File: src/rtl/shift_arb_pkg.sv
// Shared definitions for the shifter-sharing arbiter.
//   DATA_W / SHAMT_W : operand and shift-amount widths of the shared shifter
//   out_state_e      : state of the one-entry result register
//   sticky_of()      : OR of the operand bits that a logical right shift discards
package shift_arb_pkg;

  localparam int unsigned DATA_W  = 11;
  localparam int unsigned SHAMT_W = 5;

  typedef enum logic {
    EMPTY = 1'b0,
    FULL  = 1'b1
  } out_state_e;

  // Any amount of DATA_W or more discards every operand bit.
  function automatic logic sticky_of(input logic [DATA_W-1:0]  d,
                                     input logic [SHAMT_W-1:0] sh);
    logic [DATA_W-1:0] mask;
    if (32'(sh) >= DATA_W) return |d;
    mask = (DATA_W'(1) << sh) - DATA_W'(1);
    return |(d & mask);
  endfunction

endpackage

File: src/rtl/barrelShifterRight.sv
// 11-bit logical right barrel shifter, zero fill, 5-bit shift amount.
//   in_data  : operand
//   shamt    : shift amount (11..31 yields zero)
//   out_data : in_data >> shamt
module barrelShifterRight (
  input  logic [10:0] in_data,
  input  logic [4:0]  shamt,
  output logic [10:0] out_data
);

  logic [10:0] s0, s1, s2, s3;

  always_comb begin
    s0       = shamt[0] ? {1'b0,  in_data[10:1]} : in_data;
    s1       = shamt[1] ? {2'b0,  s0[10:2]}      : s0;
    s2       = shamt[2] ? {4'b0,  s1[10:4]}      : s1;
    s3       = shamt[3] ? {8'b0,  s2[10:8]}      : s2;
    // A 16-position stage clears an 11-bit word outright.
    out_data = shamt[4] ? '0 : s3;
  end

endmodule

File: src/rtl/rr_arbiter.sv
// Round-robin arbiter with a registered priority pointer.
//   clk, rst_n : clock, asynchronous active-low reset (pointer -> 0)
//   req        : request vector (already qualified by the caller)
//   advance    : a grant was consumed this cycle; pointer moves past it
//   grant      : one-hot grant, first requester at or above the pointer
module rr_arbiter #(
  parameter int unsigned NUM_REQ = 4
) (
  input  logic               clk,
  input  logic               rst_n,
  input  logic [NUM_REQ-1:0] req,
  input  logic               advance,
  output logic [NUM_REQ-1:0] grant
);

  localparam int unsigned PTR_W = (NUM_REQ > 1) ? $clog2(NUM_REQ) : 1;

  logic [PTR_W-1:0] ptr_q, ptr_d;
  logic [PTR_W-1:0] nxt;

  always_comb begin
    logic             found;
    logic [PTR_W-1:0] idx;
    grant = '0;
    found = 1'b0;
    nxt   = ptr_q;
    for (int unsigned k = 0; k < NUM_REQ; k++) begin
      idx = PTR_W'((32'(ptr_q) + k) % NUM_REQ);
      if (!found && req[idx]) begin
        grant[idx] = 1'b1;
        found      = 1'b1;
        nxt        = PTR_W'((32'(idx) + 1) % NUM_REQ);
      end
    end
    ptr_d = (advance && found) ? nxt : ptr_q;
  end

  always_ff @(posedge clk or negedge rst_n) begin
    if (!rst_n) ptr_q <= '0;
    else        ptr_q <= ptr_d;
  end

endmodule

File: src/rtl/shift_req_arbiter.sv
// Shares one barrelShifterRight between NUM_REQ requesters with round-robin
// arbitration and a one-entry registered result stage.
//   clk, rst_n          : clock, asynchronous active-low reset
//   req_valid/req_ready : per-requester handshake (req_ready one-hot or zero)
//   req_data/req_shamt  : packed operands / shift amounts, requester i at slice i
//   rsp_valid/rsp_ready : result handshake
//   rsp_data/rsp_id     : shifted result and index of its requester
//   busy                : result held or any request pending
//   rsp_sticky          : OR of shifted-out bits (only with SHIFT_STICKY_EN)
module shift_req_arbiter
  import shift_arb_pkg::*;
#(
  parameter int unsigned NUM_REQ = 4,
  parameter int unsigned ID_W    = 2
) (
  input  logic                       clk,
  input  logic                       rst_n,
  input  logic [NUM_REQ-1:0]         req_valid,
  output logic [NUM_REQ-1:0]         req_ready,
  input  logic [NUM_REQ*DATA_W-1:0]  req_data,
  input  logic [NUM_REQ*SHAMT_W-1:0] req_shamt,
  output logic                       rsp_valid,
  input  logic                       rsp_ready,
  output logic [DATA_W-1:0]          rsp_data,
  output logic [ID_W-1:0]            rsp_id,
  output logic                       busy
`ifdef SHIFT_STICKY_EN
  ,
  output logic                       rsp_sticky
`endif
);

  out_state_e          state_q, state_d;
  logic                can_accept;
  logic                accept;
  logic [NUM_REQ-1:0]  arb_req;
  logic [NUM_REQ-1:0]  grant;
  logic [DATA_W-1:0]   sel_data, shifted, data_q;
  logic [SHAMT_W-1:0]  sel_shamt;
  logic [ID_W-1:0]     sel_id, id_q;

  assign can_accept = (state_q == EMPTY) || (rsp_valid && rsp_ready);
  // Gating with rst_n keeps req_ready low for the whole reset period.
  assign arb_req    = req_valid & {NUM_REQ{can_accept & rst_n}};

  rr_arbiter #(.NUM_REQ(NUM_REQ)) u_arb (
    .clk     (clk),
    .rst_n   (rst_n),
    .req     (arb_req),
    .advance (accept),
    .grant   (grant)
  );

  assign req_ready = grant;
  assign accept    = |grant;

  // Steer the granted requester's operands into the single shifter.
  always_comb begin
    sel_data  = '0;
    sel_shamt = '0;
    sel_id    = '0;
    for (int unsigned i = 0; i < NUM_REQ; i++) begin
      if (grant[i]) begin
        sel_data  = req_data[i*DATA_W +: DATA_W];
        sel_shamt = req_shamt[i*SHAMT_W +: SHAMT_W];
        sel_id    = ID_W'(i);
      end
    end
  end

  barrelShifterRight u_shifter (
    .in_data  (sel_data),
    .shamt    (sel_shamt),
    .out_data (shifted)
  );

  always_comb begin
    state_d = state_q;
    if (accept)                            state_d = FULL;
    else if (state_q == FULL && rsp_ready) state_d = EMPTY;
  end

  always_ff @(posedge clk or negedge rst_n) begin
    if (!rst_n) begin
      state_q <= EMPTY;
      data_q  <= '0;
      id_q    <= '0;
    end else begin
      state_q <= state_d;
      if (accept) begin
        data_q <= shifted;
        id_q   <= sel_id;
      end
    end
  end

  assign rsp_valid = (state_q == FULL);
  assign rsp_data  = data_q;
  assign rsp_id    = id_q;
  assign busy      = rsp_valid | (|req_valid);

`ifdef SHIFT_STICKY_EN
  logic sticky_q;

  always_ff @(posedge clk or negedge rst_n) begin
    if (!rst_n)      sticky_q <= 1'b0;
    else if (accept) sticky_q <= sticky_of(sel_data, sel_shamt);
  end

  assign rsp_sticky = sticky_q;
`endif

endmodule

File: config.mk
export PLATFORM = sky130hd
export DESIGN_NAME = shift_req_arbiter
export DESIGN_NICKNAME = d
export VERILOG_FILES = /design/src/rtl/shift_arb_pkg.sv /design/src/rtl/barrelShifterRight.sv /design/src/rtl/rr_arbiter.sv /design/src/rtl/shift_req_arbiter.sv
export SDC_FILE = /design/constraint.sdc
export NUM_CORES = 1
export LEC_CHECK = 0
export CORE_ASPECT_RATIO = 2
export CORE_UTILIZATION = 30
export DETAILED_ROUTE_END_ITERATION = 8
export PLACE_DENSITY = 0.69
export SYNTH_ARGS = -nofsm -noshare
export SYNTH_HDL_FRONTEND = slang
export SYNTH_SLANG_ARGS = --single-unit
File: constraint.sdc
create_clock -name clk -period 9.6 [get_ports clk]
set_clock_uncertainty 0.1 [all_clocks]
set_input_delay 2.4 -clock clk [delete_from_list [all_inputs] [get_ports clk]]
set_output_delay 2.4 -clock clk [all_outputs]
set_load 0.01 [all_outputs]
==> results.md <==
* Largest net degree at the start of global routing at 21
* CTS Root Buffer Type: clkbuf_16
* FILL cells at 669
* Vias/cell at 5.653
* CP arrival at 5010 ps
* CTS H-tree depth at 1
* Fmax at 0.1331 GHz
* Slowest CP cell: clkdlybuf4s50_1
* Diode count at 0
* Main synth FF type: dfrtp_1
* FF-to-FF path depth at 12
* GP Congestion at 1.064
* WP buf/inv at 4
* # rows at 43
* Detail Route Antenna Nets at 0
* Register area at 400.4 sq um
* Hold Path End: rsp_data[8]
* FF+latch count, synth at 16
* Final net count at 423
* Reg-to-reg endpoint: rsp_data[3]
* Post-synth top area cell: dfrtp_1
* Reg power frac at 12.1%
* Vias in the first global route at 2,466
* Initial DRC Count at 102
* # DRC at 0
* Mapped Cells at 264
* Critical Path End Type: output pin
* Hold Violations, Final at 0
* Sink Count at 16
* Syn Area/Cell at 8.190 sq um
* Most frequent cells in the layout: clkdlybuf4s50_1 (89), nand2_1 (22), nor2_1 (22)
* Number of buffers created by CTS at 3
* Commonest non-fill, non-tap cell in the layout: clkdlybuf4s50_1
* Worst R2R Setup Slack at 4860 ps
* Critical path launch point type: input port
* CTS clk-pin slew, worst paths at 50 ps
* CP most frequent cell: clkdlybuf4s50_1
* Via Count at 2,459
* Critical path's largest stage delay at 560 ps
* Worst-Margin Slew at 1091 ps
* TritonRoute pass-1 iters at 4
* Clk buf depth at 2
* Netlist cell types at 61
* Max Transition Viols Final at 0
* Post-cts resize count at 0
* Post-synthesis sequential area ratio at 18.52%
* Ys async rst share at 100.0%
* Combinational Power Share at 78.9%
* Path type of the worst setup path: in2out
* Sw power at 517.4 uW
* Share of layout cells above drive strength 1 at 9.275%
* PwrDens at 322.1 nW/um^2
* Cells along the critical path: clkdlybuf4s50_1 > nand2b_1 > mux4_2 > o311ai_2 > o21ai_1 > buf_4 > inv_1 > clkdlybuf4s50_1
* Slew HR at 27.24%
* Global-route wire length before repair at 11,670 um
* GRT Overall Usage at 21.09%
* Worst hold margin at 373.7 ps
* Cell family with most CP delay: buffers and inverters
* Worst reg2reg path startpoint: u_arb.ptr_q[0]
* # setup viols final at 0
* Multi-input gate area at 1608 sq um
* Worst Hold Class: reg2reg
* Top cell type's share of synthesized area at 18.52%
* Post-CTS setup repair buffer count at 0
* Final TNS setup at 0 ps
* Number of buffers added on ports at 89
* Leak at 0.001167 uW
* Die Y at 122.1 um
* Min-Delay Path Depth at 2
* Unrepaired setup endpoints after global routing: false
* Synth-to-Final Area Change at 47.57%
* Max Cap Violations at 0
* Syn. warnings at 0
* Grt total ovfl at 0
* Clk network pwr share at 9.0%
* Die area at 7571 sq um
* Post-DP HPWL at 6390 um
* Core Area at 6940 sq um
* Final period util at 78.26%
* Antenna violations before repair at 0
* Status: completed
* Period minus WS final at 7513 ps
* Initial Util at 31.15%
* Die X at 62.03 um
* Worst endpoint required time at 7100 ps
* Area contributors post-synth: dfrtp_1 (19%), mux2i_1 (6.5%), a32oi_1 (4.9%)
* I/O Pins at 90
* Hold_buf cts at 0
* Switching share of power at 50.36%
* Post-Synthesis Net Count at 341
* Crit path depth at 8
* Worst skew pair latency at 250 ps
* WL/cell at 17.86 um
* CP Max Fanout at 20
* Mapped cell area at 2162 sq um
* Post-synth EDFFs at 0
* Worst Min Path Start: rsp_data[8]
* Max IR drop VDD at 113.6 uV
* CTS tree: built
* Pint at 510.1 uW
* Drt total wl at 7769 um
[cells in the mapped netlist, types with 4 or more instances]
cell type	count
a211oi_1	9
a21oi_1	13
a221o_1	5
a32oi_1	12
and2_1	5
buf_2	9
buf_6	4
clkbuf_1	4
dfrtp_1	16
ha_1	6
inv_1	12
mux2i_1	14
mux4_2	4
nand2_1	22
nand2b_1	7
nand3_1	5
nand3b_1	5
nor2_1	22
nor2b_1	5
nor3_1	13
o21ai_0	13
o31ai_1	6
[layout make-up]
class,count,area share [%]
multi-input cells,218,50.39
repair buffers,95,29.33
well taps,90,3.529
clock buffers,4,2.784
inverters,12,1.412
flip-flops and latches,16,12.55
[state kept, by name, indices dropped and copies added (netlist names)]
name and flops:
rsp_id 2, rsp_data 11, u_arb.ptr_q 2, rsp_valid 1
[per-stage QoR]
| stage | util, % | cell area, sq um | setup slack [ps] | std cells | power (uW) |
|---|---|---|---|---|---|
| 6_report | 45.97 | 3191 | 2087 | 435 | 1028 |
| 5_1_grt | 45.97 | 3191 | 1971 | 435 | 1102 |
| 3_5_place_dp | 44.69 | 3102 | 2091 | 431 | 927.1 |
| 3_3_place_gp | 44.69 | 3102 | 2163 | 431 | 913.5 |
| 4_1_cts | 45.97 | 3191 | 2091 | 435 | 1024 |
| 2_1_floorplan | - | 2162 | 3067 | 264 | 721.1 |
[power groups by stage]
stage / Clock [uW] / Sequential, uW / Combinational [uW]
2_1_floorplan: 0 / 127 / 594
3_3_place_gp: 0 / 125 / 788
3_5_place_dp: 0 / 125 / 802
4_1_cts: 92.3 / 125 / 807
5_1_grt: 95.7 / 129 / 877
6_report: 92.4 / 125 / 810
[cells by family (layout without fill, tap and decap cells)]
kind of cell,after synthesis,after routing,synth area share [%]
multiplexers,22,22,12.90
flip-flops,16,16,18.52
buffers and inverters,30,111,7.117
AO/OA/AOI/OAI,96,96,35.36
XOR/XNOR,1,1,0.4052
AND/OR/NAND/NOR,93,93,22.22
adder cells (fa/ha/maj),6,6,3.472
[tightest hold or removal path, stage by stage, from the launching register on]
cell and delay [ps]:
dfrtp_1 340, nand2_1 40, o21ai_0 60
[metal layers]
layer  part of all wire [%]  routed length (um)  track usage [%]  vias to the layer above
li1                       -                   -                -                     1178
met1                     33                2561            19.40                     1156
met2                     59                4581            40.96                       99
met3                    3.7                 287            1.911                       26
met4                    4.4                 338            11.94                        0
met5                      0                   0                0                        -
[worst max-delay path by stage]
stage                            start           end  slack [ps]
after global routing      req_valid[3]  req_ready[2]        1970
after global placement    req_valid[3]  req_ready[2]        2160
after floorplan           req_valid[1]  req_ready[3]        3070
after CTS                 req_valid[1]  req_ready[2]        2090
final                     req_valid[1]  req_ready[2]        2090
after detailed placement  req_valid[1]  req_ready[2]        2090
No activity file was read; power rests on OpenSTA's default activity.
